--- config.mk ---
export PLATFORM = sky130hd
export DESIGN_NAME = ide_host_pio_flat
export DESIGN_NICKNAME = d
export VERILOG_FILES = /design/src/rtl/ide_host_pio_if.sv /design/src/rtl/ide_host_pio.sv /design/src/flat_wrapper.sv
export SDC_FILE = /design/constraint.sdc
export NUM_CORES = 1
export LEC_CHECK = 0
export BUFFER_PORTS_ARGS = -buffer_cell sky130_fd_sc_hd__clkbuf_2
export CAP_MARGIN = 20
export CORE_MARGIN = 2
export CORE_UTILIZATION = 44
export DETAILED_ROUTE_END_ITERATION = 6
export PLACE_DENSITY = 0.72
export SLEW_MARGIN = 20
export SYNTH_ARGS = -nofsm -noshare
export SYNTH_HDL_FRONTEND = slang
export SYNTH_SLANG_ARGS = --single-unit
--- constraint.sdc ---
create_clock -name clk -period 4.8 [get_ports clk]
set_clock_uncertainty 0.2 [all_clocks]
set_input_delay 0.96 -clock clk [delete_from_list [all_inputs] [get_ports clk]]
set_output_delay 0.96 -clock clk [all_outputs]
set_load 0.01 [all_outputs]
--- src/rtl/ide_host_pio_if.sv ---
// IDE/ATA device-side bus between the PIO host engine (master) and a drive (slave).
interface ide_host_pio_if;
  logic [15:0] dd_in;
  logic [15:0] dd_out;
  logic        dd_oe;
  logic [2:0]  da;
  logic        cs1fx_;
  logic        cs3fx_;
  logic        dior_;
  logic        diow_;
  logic        iordy;
  logic        intrq;

  modport master (
    input  dd_in, iordy, intrq,
    output dd_out, dd_oe, da, cs1fx_, cs3fx_, dior_, diow_
  );

  modport slave (
    output dd_in, iordy, intrq,
    input  dd_out, dd_oe, da, cs1fx_, cs3fx_, dior_, diow_
  );
endinterface

--- src/rtl/ide_host_pio.sv ---
// PIO-mode ATA host engine: one 16-bit task-file register read or write per request.
// Define IDE_HOST_IORDY_TMO_EN to force-terminate strobes stretched by IORDY (sets err).
//
// state     | meaning
// S_IDLE    | waiting for req, bus released
// S_SETUP   | da/cs driven, T1_CYC cycles before strobe
// S_STROBE  | DIOR-/DIOW- low, at least T2_CYC cycles, stretched by IORDY
// S_HOLD    | strobe high, address/data held T4_CYC cycles
// S_RECOVER | bus released, done in first cycle, TREC_CYC cycles
module ide_host_pio #(
  parameter int T1_CYC    = 2,
  parameter int T2_CYC    = 6,
  parameter int T4_CYC    = 1,
  parameter int TREC_CYC  = 4,
  parameter int IORDY_TMO = 256
) (
  input  logic           clk,
  input  logic           rst,
  input  logic           req_i,
  input  logic           we_i,
  input  logic           csel_i,
  input  logic [2:0]     addr_i,
  input  logic [15:0]    wdata_i,
  output logic [15:0]    rdata_o,
  output logic           done_o,
  output logic           busy_o,
  output logic           err_o,
  output logic           irq_o,
  ide_host_pio_if.master ide
);

  localparam int M_A  = (T1_CYC > T2_CYC) ? T1_CYC : T2_CYC;
  localparam int M_B  = (T4_CYC > TREC_CYC) ? T4_CYC : TREC_CYC;
  localparam int M_C  = (M_A > M_B) ? M_A : M_B;
  localparam int MAXC = (M_C > IORDY_TMO) ? M_C : IORDY_TMO;
  localparam int CW   = $clog2(MAXC + 1);

  typedef enum logic [2:0] {
    S_IDLE,
    S_SETUP,
    S_STROBE,
    S_HOLD,
    S_RECOVER
  } state_e;

  state_e        state_q, state_d;
  logic [CW-1:0] cnt_q, cnt_d;
  logic [15:0]   rdata_q, rdata_d;
  logic          we_q, csel_q;
  logic [2:0]    addr_q;
  logic [15:0]   wdata_q;
  logic          iordy_m_q, iordy_s_q;
  logic          intrq_m_q, intrq_s_q;
  logic          accept, strobe_end, timeout, active;

`ifdef IDE_HOST_IORDY_TMO_EN
  localparam int EW = $clog2(IORDY_TMO + 1);
  logic [EW-1:0] ext_q, ext_d;
  logic          tmo_q, tmo_d;
`endif

  always_comb begin
    state_d    = state_q;
    cnt_d      = cnt_q;
    rdata_d    = rdata_q;
    accept     = 1'b0;
    strobe_end = 1'b0;
    timeout    = 1'b0;
`ifdef IDE_HOST_IORDY_TMO_EN
    ext_d      = ext_q;
    tmo_d      = tmo_q;
`endif
    case (state_q)
      S_IDLE: begin
        if (req_i) begin
          accept  = 1'b1;
          state_d = S_SETUP;
          cnt_d   = CW'(T1_CYC - 1);
`ifdef IDE_HOST_IORDY_TMO_EN
          tmo_d   = 1'b0;
`endif
        end
      end
      S_SETUP: begin
        if (cnt_q == '0) begin
          state_d = S_STROBE;
          cnt_d   = CW'(T2_CYC - 1);
`ifdef IDE_HOST_IORDY_TMO_EN
          ext_d   = EW'(IORDY_TMO);
`endif
        end else begin
          cnt_d = cnt_q - CW'(1);
        end
      end
      S_STROBE: begin
        // cnt_q reaching zero marks the T2_CYC minimum; beyond it IORDY decides.
        if (cnt_q != '0) begin
          cnt_d = cnt_q - CW'(1);
        end else if (iordy_s_q) begin
          strobe_end = 1'b1;
`ifdef IDE_HOST_IORDY_TMO_EN
        end else if (ext_q == '0) begin
          strobe_end = 1'b1;
          timeout    = 1'b1;
          tmo_d      = 1'b1;
        end else begin
          ext_d = ext_q - EW'(1);
`endif
        end
        if (strobe_end) begin
          state_d = S_HOLD;
          cnt_d   = CW'(T4_CYC - 1);
          if (!we_q) rdata_d = timeout ? 16'hFFFF : ide.dd_in;
        end
      end
      S_HOLD: begin
        if (cnt_q == '0) begin
          state_d = S_RECOVER;
          cnt_d   = CW'(TREC_CYC - 1);
        end else begin
          cnt_d = cnt_q - CW'(1);
        end
      end
      S_RECOVER: begin
        if (cnt_q == '0) state_d = S_IDLE;
        else cnt_d = cnt_q - CW'(1);
      end
      default: state_d = S_IDLE;
    endcase
  end

  always_ff @(posedge clk) begin
    if (rst) begin
      state_q   <= S_IDLE;
      cnt_q     <= '0;
      rdata_q   <= '0;
      we_q      <= 1'b0;
      csel_q    <= 1'b0;
      addr_q    <= '0;
      wdata_q   <= '0;
      iordy_m_q <= 1'b0;
      iordy_s_q <= 1'b0;
      intrq_m_q <= 1'b0;
      intrq_s_q <= 1'b0;
`ifdef IDE_HOST_IORDY_TMO_EN
      ext_q     <= '0;
      tmo_q     <= 1'b0;
`endif
    end else begin
      state_q   <= state_d;
      cnt_q     <= cnt_d;
      rdata_q   <= rdata_d;
      iordy_m_q <= ide.iordy;
      iordy_s_q <= iordy_m_q;
      intrq_m_q <= ide.intrq;
      intrq_s_q <= intrq_m_q;
`ifdef IDE_HOST_IORDY_TMO_EN
      ext_q     <= ext_d;
      tmo_q     <= tmo_d;
`endif
      if (accept) begin
        we_q    <= we_i;
        csel_q  <= csel_i;
        addr_q  <= addr_i;
        wdata_q <= wdata_i;
      end
    end
  end

  assign active     = (state_q == S_SETUP) || (state_q == S_STROBE) || (state_q == S_HOLD);
  assign ide.da     = active ? addr_q : 3'd0;
  assign ide.cs1fx_ = !(active && !csel_q);
  assign ide.cs3fx_ = !(active && csel_q);
  assign ide.dior_  = !((state_q == S_STROBE) && !we_q);
  assign ide.diow_  = !((state_q == S_STROBE) && we_q);
  assign ide.dd_oe  = active && we_q;
  assign ide.dd_out = (active && we_q) ? wdata_q : 16'h0000;

  assign rdata_o = rdata_q;
  assign done_o  = (state_q == S_RECOVER) && (cnt_q == CW'(TREC_CYC - 1));
  assign busy_o  = (state_q != S_IDLE);
  assign irq_o   = intrq_s_q;

`ifdef IDE_HOST_IORDY_TMO_EN
  assign err_o = tmo_q && ((state_q == S_RECOVER) || (state_q == S_IDLE));
`else
  assign err_o = 1'b0;
`endif

endmodule

--- src/flat_wrapper.sv ---
// flat-port wrapper written by rule: the top's interface ports become plain ports
module ide_host_pio_flat 
#(
  parameter int T1_CYC    = 2,
  parameter int T2_CYC    = 6,
  parameter int T4_CYC    = 1,
  parameter int TREC_CYC  = 4,
  parameter int IORDY_TMO = 256
)
  (clk, rst, req_i, we_i, csel_i, addr_i, wdata_i, rdata_o, done_o, busy_o, err_o, irq_o, ide_dd_in, ide_iordy, ide_intrq, ide_dd_out, ide_dd_oe, ide_da, ide_cs1fx_, ide_cs3fx_, ide_dior_, ide_diow_);
  ide_host_pio_if ide_i ();
  input  logic clk;
  input  logic rst;
  input  logic req_i;
  input  logic we_i;
  input  logic csel_i;
  input  logic [2:0] addr_i;
  input  logic [15:0] wdata_i;
  output logic [15:0] rdata_o;
  output logic done_o;
  output logic busy_o;
  output logic err_o;
  output logic irq_o;
  input wire logic [$bits(ide_i.dd_in)-1:0] ide_dd_in;
  input wire logic [$bits(ide_i.iordy)-1:0] ide_iordy;
  input wire logic [$bits(ide_i.intrq)-1:0] ide_intrq;
  output wire logic [$bits(ide_i.dd_out)-1:0] ide_dd_out;
  output wire logic [$bits(ide_i.dd_oe)-1:0] ide_dd_oe;
  output wire logic [$bits(ide_i.da)-1:0] ide_da;
  output wire logic [$bits(ide_i.cs1fx_)-1:0] ide_cs1fx_;
  output wire logic [$bits(ide_i.cs3fx_)-1:0] ide_cs3fx_;
  output wire logic [$bits(ide_i.dior_)-1:0] ide_dior_;
  output wire logic [$bits(ide_i.diow_)-1:0] ide_diow_;
  assign ide_i.dd_in = ide_dd_in;
  assign ide_i.iordy = ide_iordy;
  assign ide_i.intrq = ide_intrq;
  assign ide_dd_out = ide_i.dd_out;
  assign ide_dd_oe = ide_i.dd_oe;
  assign ide_da = ide_i.da;
  assign ide_cs1fx_ = ide_i.cs1fx_;
  assign ide_cs3fx_ = ide_i.cs3fx_;
  assign ide_dior_ = ide_i.dior_;
  assign ide_diow_ = ide_i.diow_;
  ide_host_pio #(.T1_CYC(T1_CYC), .T2_CYC(T2_CYC), .T4_CYC(T4_CYC), .TREC_CYC(TREC_CYC), .IORDY_TMO(IORDY_TMO)) u_core (.clk(clk), .rst(rst), .req_i(req_i), .we_i(we_i), .csel_i(csel_i), .addr_i(addr_i), .wdata_i(wdata_i), .rdata_o(rdata_o), .done_o(done_o), .busy_o(busy_o), .err_o(err_o), .irq_o(irq_o), .ide(ide_i));
endmodule
==> metrics.yaml <==
clock_tree:
  clockRootBuffer: "clkbuf_8"
  cts_tree: "built"
  post_cts_buffers: 0
  clock_latency_ns: 0.31
  clkSinkCount: 53
  clk_pin_slew_ns: 0.10
  clk_path_buf_depth: 2
  cts_buffers: 5
  ctsResizeCount: 0
  h-tree-depth: 2
  hold_buffers: 0
placed_design:
  pre_cts_slack_ns: 1.99
  portBuffers: 84
  place_hpwl_um: 3690
  gp_congestion: 0.778
  placed_area_um2: 2860
  dpl.cell_count: 432
pwr:
  leakage_nw: 1.47
  power_density_nw_per_um2: 492
  power_mw: 1.46
  max-vdd-ir-drop_mv: 0.232
finish:
  fin_cells: 440
  final_core_util: 0.543
  fin_nets: 412
  drive_gt1_frac: 0.272
  layout_common_cells: "clkbuf_2 (84), dfxtp_1 (53), nand2_1 (52)"
  final_area_um2: 2970
  final_common_cell: "clkbuf_2"
  n_antenna_cell: 0
  synthToLayoutAreaGrowth_pct: 20.7
setup_path:
  path_max_fanout: 23
  worstPathArrival_ns: 1.85
  reg2reg_depth: 8
  crit_path_start_kind: "register"
  critPathCaptureType: "output pin"
  r2r_start: "u_core.cnt_q[0]"
  worstSetupPathType: "register to output pin"
  r2r_slack_ns: 2.44
  critPathLaunch: "u_core.state_q[1]"
  r2r-end: "u_core.rdata_o[15]"
  required_ns: 3.64
  setup.worst_path.end: "ide_dd_out[2]"
global_route:
  grt_pass1_wl_um: 9250
  grt_use_total: 0.182
  grt_max_degree: 52
  antenna_found_initial: 0
  grt_pass1_vias: 2030
  grt_overflow: 0
yosys:
  synth_flop_cell: "dfxtp_1"
  async_flop_share: 0
  postSynthCellCount: 297
  yosysWarnings: 0
  syn-num-nets: 342
  yosysUniqueCellTypes: 44
  ys_seq_area_frac: 0.431
  syn-cell-area_um2: 2460
  ys_seq_elements: 53
  synth_edf_count: 0
  syn_avg_cell_area_um2: 8.29
routing:
  drt_iter0_drc: 119
  wl_um: 5450
  vias: 2267
  vias_per_cell: 5.15
  route.detailed.drc: 0
  first_pass_iters: 4
  routedWlPerCell_um: 12.4
  ant_nets: 0
outcome:
  status: "completed"
sta:
  setup_viol: 0
  max_freq_mhz: 332
  maxSlewHeadroom: 0.286
  tns_ns: 0
  tightest_slew_ns: 1.07
  hold_slack_ns: 0.242
  period_share: 0.627
  rsz0062_at_grt: "no"
  drv_slew: 0
  period_needed_ns: 3.01
  setup_ws_ns: 1.79
  hold_viol: 0
die:
  die_area_um2: 6210
  rows: 27
  start_util: 0.450
  die-height_um: 78.8
  core_region_area_um2: 5470
  io_pins: 86
  dieWidth_um: 78.8
job:
  drv_cap: 0
worst_hold_path:
  hold_path.class: "register to register"
critical path: stages (launching register included):
cell and delay [ns]:
dfxtp_1 0.64, nor2_1 0.19, nor2_1 0.12, buf_4 0.25, and3_1 0.20, clkbuf_2 0.14
metal layers:
layer / share of wire / GRT usage / wire [um] / up-vias
li1: - / - / - / 1149
met1: 0.45 / 0.240 / 2470 / 1039
met4: 0.0081 / 0.0448 / 44 / 0
met3: 0.067 / 0.0455 / 367 / 6
met2: 0.47 / 0.298 / 2560 / 73
met5: 0 / 0 / 0 / -
synth_stat cells, types with 3 or more instances:
| library cell | number | area, um^2 |
|---|---|---|
| buf_4 | 3 | 22.5 |
| and3_1 | 17 | 106 |
| nand2_1 | 52 | 195 |
| mux2i_1 | 16 | 160 |
| and2_1 | 8 | 50.1 |
| o21ai_0 | 5 | 25.0 |
| nand3_1 | 4 | 20.0 |
| or3_1 | 3 | 18.8 |
| nor3b_1 | 3 | 22.5 |
| ha_1 | 3 | 37.5 |
| nor2b_1 | 8 | 50.1 |
| nand4b_1 | 4 | 35.0 |
| clkbuf_1 | 14 | 52.6 |
| dfxtp_1 | 53 | 1060 |
| nor3_1 | 7 | 35.0 |
| buf_2 | 3 | 15.0 |
| nor2_1 | 27 | 101 |
| o22ai_1 | 4 | 25.0 |
| inv_1 | 5 | 18.8 |
| a21oi_1 | 28 | 140 |
power breakdown:
part,internal [mW],total (mW),switching [mW]
clock network,0.156,0.307,0.151
registers,0.506,0.596,0.0898
logic,0.220,0.559,0.339
total,0.883,1.46,0.580
final cells by class:
| class | count | area, um^2 |
|---|---|---|
| Multi-Input combinational cell | 216 | 1260 |
| Timing Repair Buffer | 86 | 435 |
| Inverter | 5 | 18.8 |
| Fill cell | 541 | 2500 |
| Clock inverter | 3 | 43.8 |
| Clock buffer | 5 | 68.8 |
| Sequential cell | 53 | 1060 |
| Tap cell | 72 | 90.1 |
cell families after synthesis:
kind of cell | Yosys count | share of synthesized area
simple gates | 144 | 0.298
other cells | 1 | 0.00152
buf+inv | 28 | 0.0594
fa+ha+maj | 3 | 0.0152
mux | 16 | 0.0650
flops | 53 | 0.431
compound gates | 50 | 0.123
xor+xnor | 2 | 0.00711
sequential cells by signal, indices dropped and copies added, names as in the netlist:
signal	cells
u_core.intrq_m_q	1
u_core.rdata_o	16
u_core.addr_q	3
u_core.wdata_q	16
u_core.we_q	1
u_core.cnt_q	9
u_core.csel_q	1
u_core.iordy_m_q	1
u_core.iordy_s_q	1
u_core.irq_o	1
u_core.state_q	3
how the worst min path moves through the flow:
stage                           startpoint               end  slack (ns)  depth (start not counted)
after floorplan           u_core.iordy_m_q  u_core.iordy_s_q        0.21                          1
after global placement    u_core.intrq_m_q      u_core.irq_o        0.22                          1
after detailed placement  u_core.intrq_m_q      u_core.irq_o        0.22                          1
after CTS                 u_core.intrq_m_q      u_core.irq_o        0.25                          1
after global routing      u_core.intrq_m_q      u_core.irq_o        0.27                          1
final                     u_core.iordy_m_q  u_core.iordy_s_q        0.24                          1
Power figures use the tool's default switching activity.
